===== src/rtl/dmem_responder.sv =====
// dmem_responder: memory-side responder for the core's data-memory request
// interface. It takes one load/store at a time and performs a sized, aligned
// access on a word-indexed 64-bit RAM port. Store data is lane-shifted and
// byte-masked. Load data is extracted and then sign- or zero-extended.
// Misaligned or out-of-range requests get an error response and do not touch
// the RAM.
// Optional feature: define DMEM_RESPONDER_PERF_EN to add 32-bit performance
// counters (perf_loads, perf_stores, perf_errs, perf_stall_cycles).
`timescale 1ns/1ps
module dmem_responder #(
  parameter logic [63:0] MEM_BASE  = 64'h8000_0000,
  parameter int unsigned MEM_WORDS = 32'd65536
) (
  input  logic        clk,
  input  logic        rst,
  input  logic        req_valid,
  output logic        req_ready,
  input  logic        req_wen,
  input  logic [63:0] req_addr,
  input  logic [1:0]  req_size,
  input  logic        req_signed,
  input  logic [63:0] req_wdata,
  output logic        resp_valid,
  input  logic        resp_ready,
  output logic [63:0] resp_rdata,
  output logic        resp_err,
  output logic        ram_en,
  output logic        ram_wen,
  output logic [63:0] ram_idx,
  output logic [63:0] ram_wdata,
  output logic [63:0] ram_wmask,
  input  logic [63:0] ram_rdata
`ifdef DMEM_RESPONDER_PERF_EN
  ,
  output logic [31:0] perf_loads,
  output logic [31:0] perf_stores,
  output logic [31:0] perf_errs,
  output logic [31:0] perf_stall_cycles
`endif
);

  // Size of the RAM window in bytes. The upper bound is computed as an offset
  // from MEM_BASE so that MEM_BASE + size never overflows.
  localparam logic [63:0] MEM_BYTES = {29'd0, MEM_WORDS, 3'b000};

  typedef enum logic [1:0] {
    IDLE    = 2'd0,
    ACCESS  = 2'd1,
    CAPTURE = 2'd2,
    RESP    = 2'd3
  } state_t;

  state_t      state_r;
  state_t      next_state_s;

  // Request attributes still needed after the handshake
  logic        wen_r;
  logic        signed_r;
  logic [1:0]  size_r;
  logic [2:0]  off_r;

  logic        req_fire_s;
  logic        in_range_s;
  logic        bad_s;

  // Registered outputs and their next values
  logic        req_ready_r,  req_ready_nxt_s;
  logic        resp_valid_r, resp_valid_nxt_s;
  logic [63:0] resp_rdata_r, resp_rdata_nxt_s;
  logic        resp_err_r,   resp_err_nxt_s;
  logic        ram_en_r,     ram_en_nxt_s;
  logic        ram_wen_r,    ram_wen_nxt_s;
  logic [63:0] ram_idx_r,    ram_idx_nxt_s;
  logic [63:0] ram_wdata_r,  ram_wdata_nxt_s;
  logic [63:0] ram_wmask_r,  ram_wmask_nxt_s;

  // Byte-lane enables for an access of 2^size bytes starting at lane 0
  function automatic logic [7:0] size_lanes(input logic [1:0] size);
    logic [7:0] lanes;
    case (size)
      2'd0:    lanes = 8'h01;
      2'd1:    lanes = 8'h03;
      2'd2:    lanes = 8'h0F;
      2'd3:    lanes = 8'hFF;
      default: lanes = 8'h00;
    endcase
    return lanes;
  endfunction

  // Bit mask covering the enabled byte lanes at the given byte offset
  function automatic logic [63:0] lane_mask(input logic [1:0] size, input logic [2:0] off);
    logic [7:0]  lanes;
    logic [63:0] mask;
    lanes = size_lanes(size) << off;
    mask  = 64'd0;
    for (int i = 0; i < 8; i++) begin
      mask[8*i +: 8] = {8{lanes[i]}};
    end
    return mask;
  endfunction

  // Natural alignment check: low address bits must be zero for the size
  function automatic logic is_misaligned(input logic [2:0] low, input logic [1:0] size);
    logic mis;
    case (size)
      2'd0:    mis = 1'b0;
      2'd1:    mis = low[0];
      2'd2:    mis = |low[1:0];
      2'd3:    mis = |low[2:0];
      default: mis = 1'b0;
    endcase
    return mis;
  endfunction

  // Pull the addressed bytes out of a RAM word and extend them to 64 bits
  function automatic logic [63:0] load_extend(input logic [63:0] word, input logic [2:0] off,
                                              input logic [1:0] size, input logic sgn);
    logic [63:0] sh;
    logic [63:0] ext;
    sh = word >> {off, 3'b000};
    case (size)
      2'd0:    ext = sgn ? {{56{sh[7]}},  sh[7:0]}  : {56'd0, sh[7:0]};
      2'd1:    ext = sgn ? {{48{sh[15]}}, sh[15:0]} : {48'd0, sh[15:0]};
      2'd2:    ext = sgn ? {{32{sh[31]}}, sh[31:0]} : {32'd0, sh[31:0]};
      2'd3:    ext = sh;
      default: ext = sh;
    endcase
    return ext;
  endfunction

  assign req_fire_s = req_valid && (state_r == IDLE);
  assign in_range_s = (req_addr >= MEM_BASE) && ((req_addr - MEM_BASE) < MEM_BYTES);
  assign bad_s      = is_misaligned(req_addr[2:0], req_size) || !in_range_s;

  // State register: advance the request/response FSM
  always_ff @(posedge clk) begin
    if (rst) begin
      state_r <= IDLE;
    end else begin
      state_r <= next_state_s;
    end
  end

  // Next-state logic: accept in IDLE, one RAM cycle, optional capture, hold response
  always_comb begin
    next_state_s = state_r;
    case (state_r)
      IDLE: begin
        if (req_valid) begin
          if (bad_s) begin
            next_state_s = RESP;
          end else begin
            next_state_s = ACCESS;
          end
        end else begin
          next_state_s = IDLE;
        end
      end
      ACCESS: begin
        if (wen_r) begin
          next_state_s = RESP;
        end else begin
          next_state_s = CAPTURE;
        end
      end
      CAPTURE: next_state_s = RESP;
      RESP: begin
        if (resp_ready) begin
          next_state_s = IDLE;
        end else begin
          next_state_s = RESP;
        end
      end
      default: next_state_s = IDLE;
    endcase
  end

  // Output logic: next values of the registered outputs, decoded from the next state
  always_comb begin
    req_ready_nxt_s  = (next_state_s == IDLE);
    resp_valid_nxt_s = (next_state_s == RESP);
    ram_en_nxt_s     = (next_state_s == ACCESS);
    ram_wen_nxt_s    = (next_state_s == ACCESS) && req_wen;
    resp_rdata_nxt_s = resp_rdata_r;
    resp_err_nxt_s   = resp_err_r;
    ram_idx_nxt_s    = ram_idx_r;
    ram_wdata_nxt_s  = ram_wdata_r;
    ram_wmask_nxt_s  = ram_wmask_r;
    case (state_r)
      IDLE: begin
        if (req_fire_s) begin
          resp_rdata_nxt_s = 64'd0;
          resp_err_nxt_s   = bad_s;
          if (!bad_s) begin
            ram_idx_nxt_s = (req_addr - MEM_BASE) >> 3;
            if (req_wen) begin
              ram_wdata_nxt_s = req_wdata << {req_addr[2:0], 3'b000};
              ram_wmask_nxt_s = lane_mask(req_size, req_addr[2:0]);
            end else begin
              ram_wdata_nxt_s = ram_wdata_r;
              ram_wmask_nxt_s = ram_wmask_r;
            end
          end else begin
            ram_idx_nxt_s = ram_idx_r;
          end
        end else begin
          resp_rdata_nxt_s = resp_rdata_r;
          resp_err_nxt_s   = resp_err_r;
        end
      end
      CAPTURE: resp_rdata_nxt_s = load_extend(ram_rdata, off_r, size_r, signed_r);
      default: resp_rdata_nxt_s = resp_rdata_r;
    endcase
  end

  // Output registers: every interface output comes straight from a flop
  always_ff @(posedge clk) begin
    if (rst) begin
      req_ready_r  <= 1'b1;
      resp_valid_r <= 1'b0;
      resp_rdata_r <= 64'd0;
      resp_err_r   <= 1'b0;
      ram_en_r     <= 1'b0;
      ram_wen_r    <= 1'b0;
      ram_idx_r    <= 64'd0;
      ram_wdata_r  <= 64'd0;
      ram_wmask_r  <= 64'd0;
    end else begin
      req_ready_r  <= req_ready_nxt_s;
      resp_valid_r <= resp_valid_nxt_s;
      resp_rdata_r <= resp_rdata_nxt_s;
      resp_err_r   <= resp_err_nxt_s;
      ram_en_r     <= ram_en_nxt_s;
      ram_wen_r    <= ram_wen_nxt_s;
      ram_idx_r    <= ram_idx_nxt_s;
      ram_wdata_r  <= ram_wdata_nxt_s;
      ram_wmask_r  <= ram_wmask_nxt_s;
    end
  end

  // Request capture: latch the attributes that the later states still need
  always_ff @(posedge clk) begin
    if (rst) begin
      wen_r    <= 1'b0;
      signed_r <= 1'b0;
      size_r   <= 2'd0;
      off_r    <= 3'd0;
    end else if (req_fire_s) begin
      wen_r    <= req_wen;
      signed_r <= req_signed;
      size_r   <= req_size;
      off_r    <= req_addr[2:0];
    end else begin
      wen_r    <= wen_r;
      signed_r <= signed_r;
      size_r   <= size_r;
      off_r    <= off_r;
    end
  end

  assign req_ready  = req_ready_r;
  assign resp_valid = resp_valid_r;
  assign resp_rdata = resp_rdata_r;
  assign resp_err   = resp_err_r;
  assign ram_en     = ram_en_r;
  assign ram_wen    = ram_wen_r;
  assign ram_idx    = ram_idx_r;
  assign ram_wdata  = ram_wdata_r;
  assign ram_wmask  = ram_wmask_r;

`ifdef DMEM_RESPONDER_PERF_EN
  logic [31:0] perf_loads_r;
  logic [31:0] perf_stores_r;
  logic [31:0] perf_errs_r;
  logic [31:0] perf_stall_r;

  // Performance counters: completed responses by type, plus back-pressure cycles
  always_ff @(posedge clk) begin
    if (rst) begin
      perf_loads_r  <= 32'd0;
      perf_stores_r <= 32'd0;
      perf_errs_r   <= 32'd0;
      perf_stall_r  <= 32'd0;
    end else begin
      if (resp_valid_r && resp_ready) begin
        if (resp_err_r) begin
          perf_errs_r <= perf_errs_r + 32'd1;
        end else if (wen_r) begin
          perf_stores_r <= perf_stores_r + 32'd1;
        end else begin
          perf_loads_r <= perf_loads_r + 32'd1;
        end
      end else begin
        perf_loads_r <= perf_loads_r;
      end
      if (resp_valid_r && !resp_ready) begin
        perf_stall_r <= perf_stall_r + 32'd1;
      end else begin
        perf_stall_r <= perf_stall_r;
      end
    end
  end

  assign perf_loads        = perf_loads_r;
  assign perf_stores       = perf_stores_r;
  assign perf_errs         = perf_errs_r;
  assign perf_stall_cycles = perf_stall_r;
`endif

endmodule


===== config.mk =====
export PLATFORM = sky130hd
export DESIGN_NAME = dmem_responder
export DESIGN_NICKNAME = d
export VERILOG_FILES = /design/src/rtl/dmem_responder.sv
export SDC_FILE = /design/constraint.sdc
export NUM_CORES = 1
export LEC_CHECK = 0
export ABC_AREA = 1
export ABC_CLOCK_PERIOD_IN_PS = 7300
export CAP_MARGIN = 20
export CORE_AREA = 5 5 175 177
export CTS_CLUSTER_DIAMETER = 120
export DETAILED_ROUTE_END_ITERATION = 10
export DIE_AREA = 0 0 180 182
export HOLD_SLACK_MARGIN = 0.1
export PLACE_DENSITY = 0.82
export SLEW_MARGIN = 20
export SYNTH_ARGS = -nofsm -noshare
export SYNTH_HDL_FRONTEND = slang
export SYNTH_SLANG_ARGS = --single-unit

===== constraint.sdc =====
create_clock -name clk -period 7.3 [get_ports clk]
set_clock_uncertainty 0.15 [all_clocks]
set_input_delay 1.095 -clock clk [delete_from_list [all_inputs] [get_ports clk]]
set_output_delay 1.095 -clock clk [all_outputs]
set_load 0.03 [all_outputs]

## Word level (Yosys, flattened, before mapping)

Cells that the tools add are included.

- Register bits after elaboration: 260
- Bits of input ports: 200
- Output and inout bits: 261

- Add/subtract/negate cells: 1
- $lt $le $gt $ge: 2
- Equality and inequality tests: 12
- Shift operators: 3
- Mux-type cells: 17
- Bitwise gates (word level): 1
- Reductions and logical operators: 16

Operators with widths:

| operator | count |
|---|---|
| two-way mux 64 bit | 4 |
| one-hot mux 64 bit (4 select lines) | 1 |
| one-hot mux 64 bit (2 select lines) | 1 |
| >= comparator 64 x 32 -> 1 bit (second input constant) | 1 |
| < comparator 64 x 20 -> 1 bit (second input constant) | 1 |
| left shift 64 x 6 -> 64 bit | 1 |
| right shift 64 x 6 -> 64 bit | 1 |
| subtractor 64 x 32 -> 64 bit (second input constant) | 1 |
| two-way mux 8 bit | 4 |
| one-hot mux 8 bit (4 select lines) | 1 |
| equality test 2 bit (second input constant) | 7 |
| equality test 2 x 1 -> 1 bit (second input constant) | 4 |
| logical NOT 2 bit | 4 |
| one-hot mux 2 bit (4 select lines) | 1 |
| left shift 8 x 3 -> 8 bit | 1 |
| two-way mux 2 bit | 3 |
| one-hot mux 1 bit (4 select lines) | 1 |
| AND reduction 2 bit | 2 |
| AND reduction 4 bit | 1 |
| logical AND 1 bit | 3 |
| AND reduction 3 bit | 1 |
| OR reduction 3 bit | 1 |
| != test 2 bit (second input constant) | 1 |
| nonzero test 2 bit | 1 |
| 5 further kinds | 5 |

## Longest topological paths before layout

Gate-level depths: netlist (run 1).

- Word-level depth: 10
- Gate-level depth with buffers: 18
- Gate-level depth less buffers: 17

## Worst setup path before layout (run 1)

OpenSTA, ideal clock, no wires.

- Path type: input to register
- From: input port req_addr[31]
- To: register ram_wdata_r[39], in the netlist ram_wdata[39]
- Library setup time: 0.113 ns
- Arrival time: 2.967 ns
- Setup slack: 4.070 ns
- Stages on the path: 15
- Cells stage by stage: inv_1 -> ha_1 -> nand2_2 -> nor2_2 -> nand2_1 -> o21ai_1 -> nand2_1 -> nor2_1 -> nand3_1 -> nor2_4 -> nand3_2 -> buf_6 -> buf_2 -> nor2_1 -> nor2_1

- Cells in the longest elaborated chain, start to end: 7
- Elaborated cells between the ends (all ways): 8
- Classes of those cells: add/sub (1); order compare (2); bitwise (1); reduce/logical (4)

RTL lines:

| element | RTL line | source |
|---|---|---|
| start: declaration | 19 | `input logic [63:0] req_addr,` |
| subtractor 64 x 32 -> 64 bit | 132 | `assign in_range_s = (req_addr >= MEM_BASE) && ((req_addr - MEM_BASE) < MEM_BYTES);` |
| < comparator 64 x 20 -> 1 bit | 132 |  |
| logical AND 1 bit * | 132 |  |
| logical NOT 1 bit * | 133 | `assign bad_s = is_misaligned(req_addr[2:0], req_size) \|\| !in_range_s;` |
| logical OR 1 bit * | 133 |  |
| NOT 1 bit (no line) * | - |  |
| AND reduction 4 bit (no line) * | - |  |
| end signal: assignment | 236 | `ram_wdata_r <= ram_wdata_nxt_s;` |
| end: declaration | 74 | `logic [63:0] ram_wdata_r, ram_wdata_nxt_s;` |

Mark *: on every way between the ends. The rest lies on a longest branch, timed or not.
A chain may end at the register's enable or synchronous reset.

## Worst setup path after layout (run 1)

- From: input port req_addr[1]
- To: register ram_wmask_r[39], in the netlist ram_wmask[39]

- Cells in the longest elaborated chain, start to end: 7
- Elaborated cells between the ends (all ways): 12
- Classes of those cells: add/sub (1); order compare (2); shift (1); mux (1); bitwise (1); reduce/logical (6)

RTL lines:

| element | RTL line | source |
|---|---|---|
| subtractor 64 x 32 -> 64 bit | 132 |  |
| < comparator 64 x 20 -> 1 bit | 132 |  |
| logical AND 1 bit | 132 |  |
| logical NOT 1 bit | 133 |  |
| logical OR 1 bit | 133 |  |
| NOT 1 bit (no line) | - |  |
| AND reduction 4 bit (no line) | - |  |
| end signal: assignment | 237 | `ram_wmask_r <= ram_wmask_nxt_s;` |
| end: declaration | 75 | `logic [63:0] ram_wmask_r, ram_wmask_nxt_s;` |

Several ways; a longest one is shown, not always the timed one.

==> results of run 1 <==
[cells by family (layout without fill, tap and decap cells)]
logic type      Yosys count  count (layout)  share of synthesized area [%]
mux                      20              20                          1.489
buf+inv                 471             798                          15.32
other cells               1               4                        0.02789
xor+xnor                  5               5                         0.3257
compound gates          339             339                          13.65
fa+ha+maj                 2               2                         0.1861
simple gates           1220            1220                          37.59
flops                   211             211                          31.42
[synthesized netlist by cell type (all sizes together), types with 29 or more instances]
cell / number
dfxtp: 211
nor2: 288
nand3: 136
o21ai: 168
o211ai: 29
a21oi: 117
clkbuf: 103
nand2: 703
nand4: 52
inv: 269
buf: 94
[layout by cell type, fill, tap and decap left out, types with 7 or more instances in the layout]
cell type,instances
nand2_1,700
clkdlybuf4s50_1,455
nor2_1,274
inv_1,265
dfxtp_1,210
o21ai_0,164
nand3_1,133
a21oi_1,117
nand4_1,52
o211ai_1,29
clkbuf_16,24
buf_4,21
mux2i_1,20
nor3_1,19
or2_2,15
a22oi_1,8
nor2_4,7
nor2_2,7
clkbuf_8,7
[sequential cells by signal, indices dropped and copies added, names as in the netlist, 2 cells and up]
name,count
ram_wmask,8
state_r,2
ram_wdata,64
size_r,2
off_r,3
ram_idx,61
resp_rdata,64
[worst paths after layout]
kind | start | end | slack [ns] | depth (start not counted)
worst min register to register | ram_idx[23] | ram_idx[23] | 0.30 | 2
worst min-delay path | ram_idx[23] | ram_idx[23] | 0.30 | 2
worst max register to register | off_r[1] | resp_rdata[43] | 3.06 | 14
worst max-delay path | req_addr[1] | ram_wmask[39] | 2.53 | 15
[power by group]
group          switching [W]  total, W  leakage, nW  internal [W]
registers          0.0000282   0.00122         1.71       0.00119
clock network       0.000503   0.00125        0.411      0.000747
logic               0.000547  0.000852         5.96      0.000304
total                0.00108   0.00332         8.08       0.00224
[per-stage QoR]
step / setup WS [ns] / total power [W] / cell area (µm²) / utilization, %
4_1_cts: 2.477 / 0.003323 / 18520 / 63.67
6_report: 2.533 / 0.003323 / 18540 / 63.75
3_5_place_dp: 1.945 / 0.002080 / 17690 / 60.83
5_1_grt: 2.309 / 0.003458 / 18540 / 63.75
2_1_floorplan: 4.070 / 0.001720 / 13450 / -
3_3_place_gp: 1.862 / 0.002073 / 17660 / 60.73
[metal layers]
| layer | routed length [µm] | GRT usage (%) | vias to the layer above |
|---|---|---|---|
| li1 | - | - | 7722 |
| met1 | 20930 | 38.61 | 7087 |
| met2 | 25250 | 52.14 | 935 |
| met3 | 5063 | 5.589 | 128 |
| met4 | 2398 | 11.98 | 0 |
| met5 | 0 | 0 | - |
[tightest hold or removal path, stage by stage, from the launching register on]
cell	delay, ns
dfxtp_1	0.31
nand3_1	0.07
inv_1	0.03
[cell type report]
| type | count | area, µm² |
|---|---|---|
| Fill cell | 2687 | 10550 |
| Clock inverter | 11 | 122.6 |
| Sequential cell | 211 | 4225 |
| Inverter | 274 | 1031 |
| Clock buffer | 33 | 704.4 |
| Antenna cell | 1 | 2.502 |
| Multi-Input combinational cell | 1589 | 7198 |
| Timing Repair Buffer | 480 | 4770 |
| Tap cell | 390 | 488.0 |
==> flow_metrics.env, run 1 <==
export IMPL_status="finished clean"
export IMPL_num_vias=15870
export IMPL_cp_top_family="simple AND/OR/NAND/NOR gates"
export IMPL_required_ns=7.59
export IMPL_globalRouteOverflowTotal=0
export IMPL_path_cells="clkdlybuf4s50_1 > buf_4 > nor3_4 > o21ai_0 > nor2_1 > nand3b_1 > nor2_1 > nand3_1 > nor2_4 > buf_4 > nand3_4 > buf_12 > nand2_1 > nand2_1 > nor2_1"
export IMPL_io_buffers=457
export IMPL_dp_hpwl_um=39790
export IMPL_cts_clk_slew_worst_paths_ns=0.06
export IMPL_yosys_warnings=0
export IMPL_final_cells=2989
export IMPL_fp_dieW_um=180
export IMPL_drv_slew=0
export IMPL_tritoncts="done"
export IMPL_power_density_nw_per_um2=179.2
export IMPL_vdd_ir_drop_worst_uv=160.9
export IMPL_grt_max_degree=105
export IMPL_cts_setup_buffers=0
export IMPL_path_buf_inv=4
export IMPL_synth_top_cell_area_share_pct=31.42
export IMPL_cts_resized=0
export IMPL_worstMarginPinSlew_ns=1.081
export IMPL_dp_cells=2943
export IMPL_synth_edf_count=0
export IMPL_yosysTopAreaCell="dfxtp_1"
export IMPL_cts_buffer_depth=3
export IMPL_cp_common_cell="nor2_1"
export IMPL_via_per_inst=5.310
export IMPL_power_leakage_nw=8.076
export IMPL_gr_usage_all_layers_pct=30.64
export IMPL_io_pins=461
export IMPL_grt_pass1_wl_um=81920
export IMPL_ys_seq_area_share_pct=31.42
export IMPL_first_global_vias=14530
export IMPL_dieArea_um2=32760
export IMPL_die_h_um=182
export IMPL_routed_wl_um=53650
export IMPL_clock_latency_ns=0.51
export IMPL_core_um2=29090
export IMPL_synth_area_um2=13450
export IMPL_drc=0
export IMPL_row_count=63
export IMPL_final_period_utilization_pct=65.30
export IMPL_rsz0062_at_grt="no"
export IMPL_yosys_register_bits=211
export IMPL_cts_buffers=24
export IMPL_drtIter0Drc=1610
export IMPL_cts_root_buf="clkbuf_16"
export IMPL_synth_ff_type="dfxtp_1"
export IMPL_drive_gt1_share_pct=4.349
export IMPL_dr_pass1_iters=6
export IMPL_syn_avg_cell_area_um2=5.926
export IMPL_antenna_left=0
export IMPL_fmax_mhz=209.8
export IMPL_synthTopCellsByArea="dfxtp_1, nand2_1, nor2_1"
export IMPL_fin_nets=2782
export IMPL_routedWlPerCell_um=17.95
export IMPL_antenna_found_initial=1
export IMPL_syn2layout_area_growth_pct=37.90
export IMPL_async_reset_ff_share_pct=0
export IMPL_criticalPathCategory="primary input to flip-flop"
export IMPL_period_needed_ns=4.767
export IMPL_yosys_cell_types_count=38
export IMPL_cap_violations=0
export IMPL_cp_arrival_ns=5.05
export IMPL_worst_path_max_delay_cell="nand3_4"
export IMPL_gp_congestion=1.044
export IMPL_whs_ns=0.3046
export IMPL_crit_fanout=58
export IMPL_h_tree_depth=1
export IMPL_startpoint_type="primary input"
export IMPL_finalSetupTns_ns=0
export IMPL_clock_sinks=211
export IMPL_hp_class="flip-flop to flip-flop"
export IMPL_max_slew_margin_rel_pct=27.76
export IMPL_finalSetupViolations=0
export IMPL_cts_hold_buf=0
export IMPL_netlist_instances=2269
export IMPL_finalHoldViolations=0
export IMPL_endpoint_kind="flip-flop"
export IMPL_crit_path_max_incr_delay_ns=0.61
export IMPL_initial_core_util_pct=46.23
Power figures use the tool's default switching activity.
==> inputs of run 2 (changes only) <==
- ABC_CLOCK_PERIOD_IN_PS: 7300 -> 4700
- CORE_AREA: 5 5 175 177 -> not set
- CORE_MARGIN: not set -> 5
- CORE_UTILIZATION: not set -> 47
- DIE_AREA: 0 0 180 182 -> not set
- clock period: 7.3 -> 4.7 ns (I/O delays scaled with it)
==> run 2 against run 1 <==
Largest cell class unchanged. Global-route usage rose by 1.5 points. First-iteration DRC count decreased by 3.9%. Worst hold slack worse by 0.0013 ns. Critical endpoint is now ram_wdata[27]. Die area is 2.0% lower. Combinational power rose by 57%. Cell area is 0.54% higher. Via count about the same.
==> flow_metrics.env, run 2 (synthesized netlist as in run 1, its figures left out) <==
export IMPL_path_cells="clkdlybuf4s50_1 > inv_1 > ha_1 > nand2_2 > nor2_2 > nand2_1 > o21ai_1 > nand2_1 > nor2_1 > nand3_1 > nor2_4 > nand3_4 > buf_4 > nand2_1 > inv_1 > nor2_1"
export IMPL_cts_buffers=24
export IMPL_fp_dieW_um=179.1
export IMPL_row_count=62
export IMPL_drv_slew=0
export IMPL_startpoint_type="primary input"
export IMPL_rsz0062_at_grt="no"
export IMPL_clock_sinks=211
export IMPL_cts_root_buf="clkbuf_16"
export IMPL_finalSetupTns_ns=0
export IMPL_cts_buffer_depth=3
export IMPL_power_density_nw_per_um2=287.5
export IMPL_cp_arrival_ns=3.93
export IMPL_clock_latency_ns=0.51
export IMPL_p_switching_w=0.001683
export IMPL_crit_fanout=75
export IMPL_first_global_vias=14870
export IMPL_worstMarginPinSlew_ns=0.8194
export IMPL_status="finished clean"
export IMPL_antenna_cells=0
export IMPL_cts_hold_buf=0
export IMPL_cts_setup_buffers=0
export IMPL_cap_violations=0
export IMPL_criticalPathCategory="primary input to flip-flop"
export IMPL_final_period_utilization_pct=77.19
export IMPL_dp_cells=2945
export IMPL_dp_slack_ns=0.6566
export IMPL_num_vias=15890
export IMPL_endpoint_kind="flip-flop"
export IMPL_io_pins=461
export IMPL_max_slew_margin_rel_pct=45.22
export IMPL_drtIter0Drc=1548
export IMPL_power_leakage_nw=8.135
export IMPL_fmax_mhz=275.6
export IMPL_syn2layout_area_growth_pct=38.65
export IMPL_r2r_start="off_r[1]"
export IMPL_routedWlPerCell_um=18.20
export IMPL_hold_start="ram_idx[29]"
export IMPL_final_cells=2989
export IMPL_finalHoldViolations=0
export IMPL_initial_core_util_pct=47.23
export IMPL_die_h_um=179.1
export IMPL_period_needed_ns=3.628
export IMPL_cp_common_cell="nand2_1"
export IMPL_drc=0
export IMPL_hp_class="flip-flop to flip-flop"
export IMPL_dp_hpwl_um=41540
export IMPL_globalRouteOverflowTotal=0
export IMPL_core_um2=28470
export IMPL_dieArea_um2=32090
export IMPL_switching_share_pct=31.40
export IMPL_crit_path_max_incr_delay_ns=0.45
export IMPL_gp_congestion=1.022
export IMPL_drive_gt1_share_pct=4.568
export IMPL_routed_wl_um=54390
export IMPL_tritoncts="done"
export IMPL_dr_pass1_iters=5
export IMPL_antenna_left=0
export IMPL_cts_clk_slew_worst_paths_ns=0.06
export IMPL_finalSetupViolations=0
export IMPL_fin_nets=2789
export IMPL_vdd_ir_drop_worst_uv=260.1
export IMPL_worst_path_max_delay_cell="clkdlybuf4s50_1"
export IMPL_grt_pass1_wl_um=82020
export IMPL_p_seq_share_pct=35.5
export IMPL_setup_ws_ns=1.072
export IMPL_h_tree_depth=1
export IMPL_layout_commonest_cell="nand2_1"
export IMPL_io_buffers=457
export IMPL_combPwrFrac_pct=24.9
export IMPL_cts_resized=0
export IMPL_grt_max_degree=85
export IMPL_clkPwrFrac_pct=39.6
export IMPL_via_per_inst=5.315
export IMPL_most_common_layout_cells="nand2_1, clkdlybuf4s50_1, nor2_1"
export IMPL_intPower_w=0.003676
export IMPL_gr_usage_all_layers_pct=32.15
export IMPL_startpoint="req_addr[31]"
export IMPL_antenna_found_initial=0
export IMPL_required_ns=5.00
==> run 2: critical path, delay by kind of cell <==
family	cells	cell delay, ns
buffers and inverters	4	1.05
and+or+nand+nor	10	1.77
adders and majority gates	1	0.23
AOI/OAI and AO/OA	1	0.17
==> run 2: routing by layer <==
metal,up-vias,global-route usage [%],part of all wire [%]
li1,7724,-,-
met1,7234,40.15,40
met2,792,54.80,47
met3,136,5.884,8.7
met4,0,12.85,4.6
met5,-,0,0
==> run 2: through the flow <==
step	power, W	hold WS [ns]	instance area (µm²)	utilization [%]
2_1_floorplan	0.002671	0.2959	13450	-
3_3_place_gp	0.003240	0.2921	17740	62.30
3_5_place_dp	0.003249	0.2966	17740	62.30
4_1_cts	0.005354	0.3061	18640	65.48
5_1_grt	0.005561	0.3183	18640	65.48
6_report	0.005359	0.3033	18640	65.48
==> run 2: path summary, 6_finish.rpt <==
kind                                       end  slack (ns)  cells after the start
worst min register to register     ram_idx[29]        0.30                      2
worst max-delay path             ram_wdata[27]        1.07                     16
worst min-delay path               ram_idx[29]        0.30                      2
worst max register to register  resp_rdata[35]        1.50                     12
==> run 2: power by group through the flow <==
| stage | clock network (W) | registers, W | logic (W) |
|---|---|---|---|
| 6_report | 0.00212 | 0.00190 | 0.00134 |
| 5_1_grt | 0.00222 | 0.00191 | 0.00143 |
| 4_1_cts | 0.00214 | 0.00190 | 0.00132 |
| 3_5_place_dp | 0 | 0.00194 | 0.00131 |
| 3_3_place_gp | 0 | 0.00194 | 0.00130 |
| 2_1_floorplan | 0 | 0.00203 | 0.000643 |
==> run 2: cell type report <==
cell class | instances | area, µm²
Multi-Input combinational cell | 1589 | 7198
Timing Repair Buffer | 487 | 4802
Clock inverter | 13 | 237.7
Clock buffer | 31 | 666.9
Fill cell | 2607 | 9828
Sequential cell | 211 | 4225
Inverter | 274 | 1031
Tap cell | 384 | 480.5
==> inputs of run 3 (changes only) <==
- ABC_CLOCK_PERIOD_IN_PS: 4700 -> 3460
- clock period: 4.7 -> 3.46 ns (I/O delays scaled with it)
==> run 3 against run 2 <==
Sequential cell count stayed put. Sequential share of layout area down 0.22 points. Cell count up 0.77%. Wire length shrank 0.44%. Cell area grew 0.99%. Count of clock-buffer cells in the layout down 1. Setup slack worse by 0.71 ns. Sequential power increased by 36%. Worst hold slack gained 0.0038 ns. Die area stayed put. Largest power group unchanged.
==> flow_metrics.env, run 3 (synthesized netlist as in run 1, its figures left out) <==
export IMPL_period_needed_ns=3.098
export IMPL_final_cells=3012
export IMPL_cts_setup_buffers=0
export IMPL_via_per_inst=5.320
export IMPL_drc=0
export IMPL_drtIter0Drc=1706
export IMPL_criticalPathCategory="primary input to flip-flop"
export IMPL_initial_core_util_pct=47.23
export IMPL_finalHoldViolations=0
export IMPL_dieArea_um2=32090
export IMPL_tritoncts="done"
export IMPL_cts_root_buf="clkbuf_16"
export IMPL_fmax_mhz=322.7
export IMPL_endpoint_kind="flip-flop"
export IMPL_dr_pass1_iters=6
export IMPL_required_ns=3.75
export IMPL_globalRouteOverflowTotal=0
export IMPL_routed_wl_um=54150
export IMPL_syn2layout_area_growth_pct=40.02
export IMPL_routedWlPerCell_um=17.98
export IMPL_clock_latency_ns=0.53
export IMPL_power_density_nw_per_um2=374.5
export IMPL_cts_buffers=23
export IMPL_cap_violations=0
export IMPL_cts_hold_buf=0
export IMPL_cts_resized=0
export IMPL_startpoint_type="primary input"
export IMPL_core_um2=28470
export IMPL_drv_slew=0
export IMPL_fp_dieW_um=179.1
export IMPL_worstMarginPinSlew_ns=0.8512
export IMPL_finalSetupViolations=0
export IMPL_gr_usage_all_layers_pct=31.83
export IMPL_vdd_ir_drop_worst_uv=363.9
export IMPL_fin_nets=2814
export IMPL_rsz0062_at_grt="no"
export IMPL_power_leakage_nw=8.244
export IMPL_row_count=62
export IMPL_clock_sinks=211
export IMPL_status="finished clean"
export IMPL_antenna_found_initial=1
export IMPL_antenna_left=0
export IMPL_crit_fanout=62
export IMPL_first_global_vias=14750
export IMPL_h_tree_depth=1
export IMPL_layout_commonest_cell="nand2_1"
export IMPL_cp_arrival_ns=3.39
export IMPL_io_buffers=457
export IMPL_io_pins=461
export IMPL_num_vias=16020
export IMPL_die_h_um=179.1
export IMPL_grt_max_degree=84
export IMPL_finalSetupTns_ns=0
export IMPL_max_slew_margin_rel_pct=43.25
export IMPL_cts_buffer_depth=3
export IMPL_dp_cells=2971
export IMPL_drive_gt1_share_pct=5.367
export IMPL_dp_hpwl_um=41800
export IMPL_hp_class="flip-flop to flip-flop"
export IMPL_final_period_utilization_pct=89.55
export IMPL_most_common_layout_cells="nand2_1, clkdlybuf4s50_1, nor2_1"
export IMPL_gp_congestion=1.033
export IMPL_grt_pass1_wl_um=81300
export IMPL_cts_clk_slew_worst_paths_ns=0.06
## run 3: worst max-delay path: stages
cell	delay, ns
clkdlybuf4s50_1	0.51
inv_1	0.07
ha_1	0.23
nand2_2	0.19
xor2_1	0.21
nand2_1	0.08
nor2_1	0.10
nand2_1	0.06
nor2_1	0.19
nand3_1	0.17
nor2_4	0.24
buf_4	0.18
nand3_2	0.11
buf_12	0.23
nand2_1	0.09
nand2_1	0.06
nor2_1	0.13
## run 3: metal layers
layer  up-vias  part of all wire, %  GRT usage [%]
met2       883                   46          54.32
met3       156                  9.3          5.061
met5         -                    0              0
met4         0                  5.4          13.20
met1      7217                   39          39.97
li1       7768                    -              -
## run 3: where the power goes
part / switching [W] / leakage, nW / internal, W / total, W
combinational: 0.00115 / 6.14 / 0.000666 / 0.00182
sequential: 0.0000649 / 1.71 / 0.00252 / 0.00258
clock: 0.00103 / 0.394 / 0.00161 / 0.00265
## run 3: path summary, 6_finish.rpt
kind / startpoint / to / slack [ns] / cells past startpoint
setup / recovery: req_addr[31] / ram_idx[14] / 0.36 / 17
hold / removal: ram_idx[44] / ram_idx[44] / 0.31 / 2
setup reg to reg: off_r[1] / resp_rdata[15] / 0.67 / 9
hold reg to reg: ram_idx[44] / ram_idx[44] / 0.31 / 2
## run 3: metrics by stage
stage	util (%)	hold slack (ns)	total power (W)	area (µm²)	worst slack, ns
floorplan	-	0.2959	0.003629	13450	0.8063
global placement	63.25	0.2915	0.004401	18010	0.03119
detailed placement	63.25	0.2984	0.004413	18010	-0.07339
CTS	66.12	0.3075	0.007047	18820	0.4405
global route	66.12	0.3214	0.007336	18830	0.1772
finish	66.12	0.3071	0.007049	18830	0.3615
## run 3: area by class of cell
class	instances	area [µm²]
Antenna cell	1	2.502
Clock buffer	30	641.9
Clock inverter	10	173.9
Fill cell	2545	9644
Inverter	274	1031
Multi-Input combinational cell	1589	7198
Sequential cell	211	4225
Tap cell	384	480.5
Timing Repair Buffer	513	5072
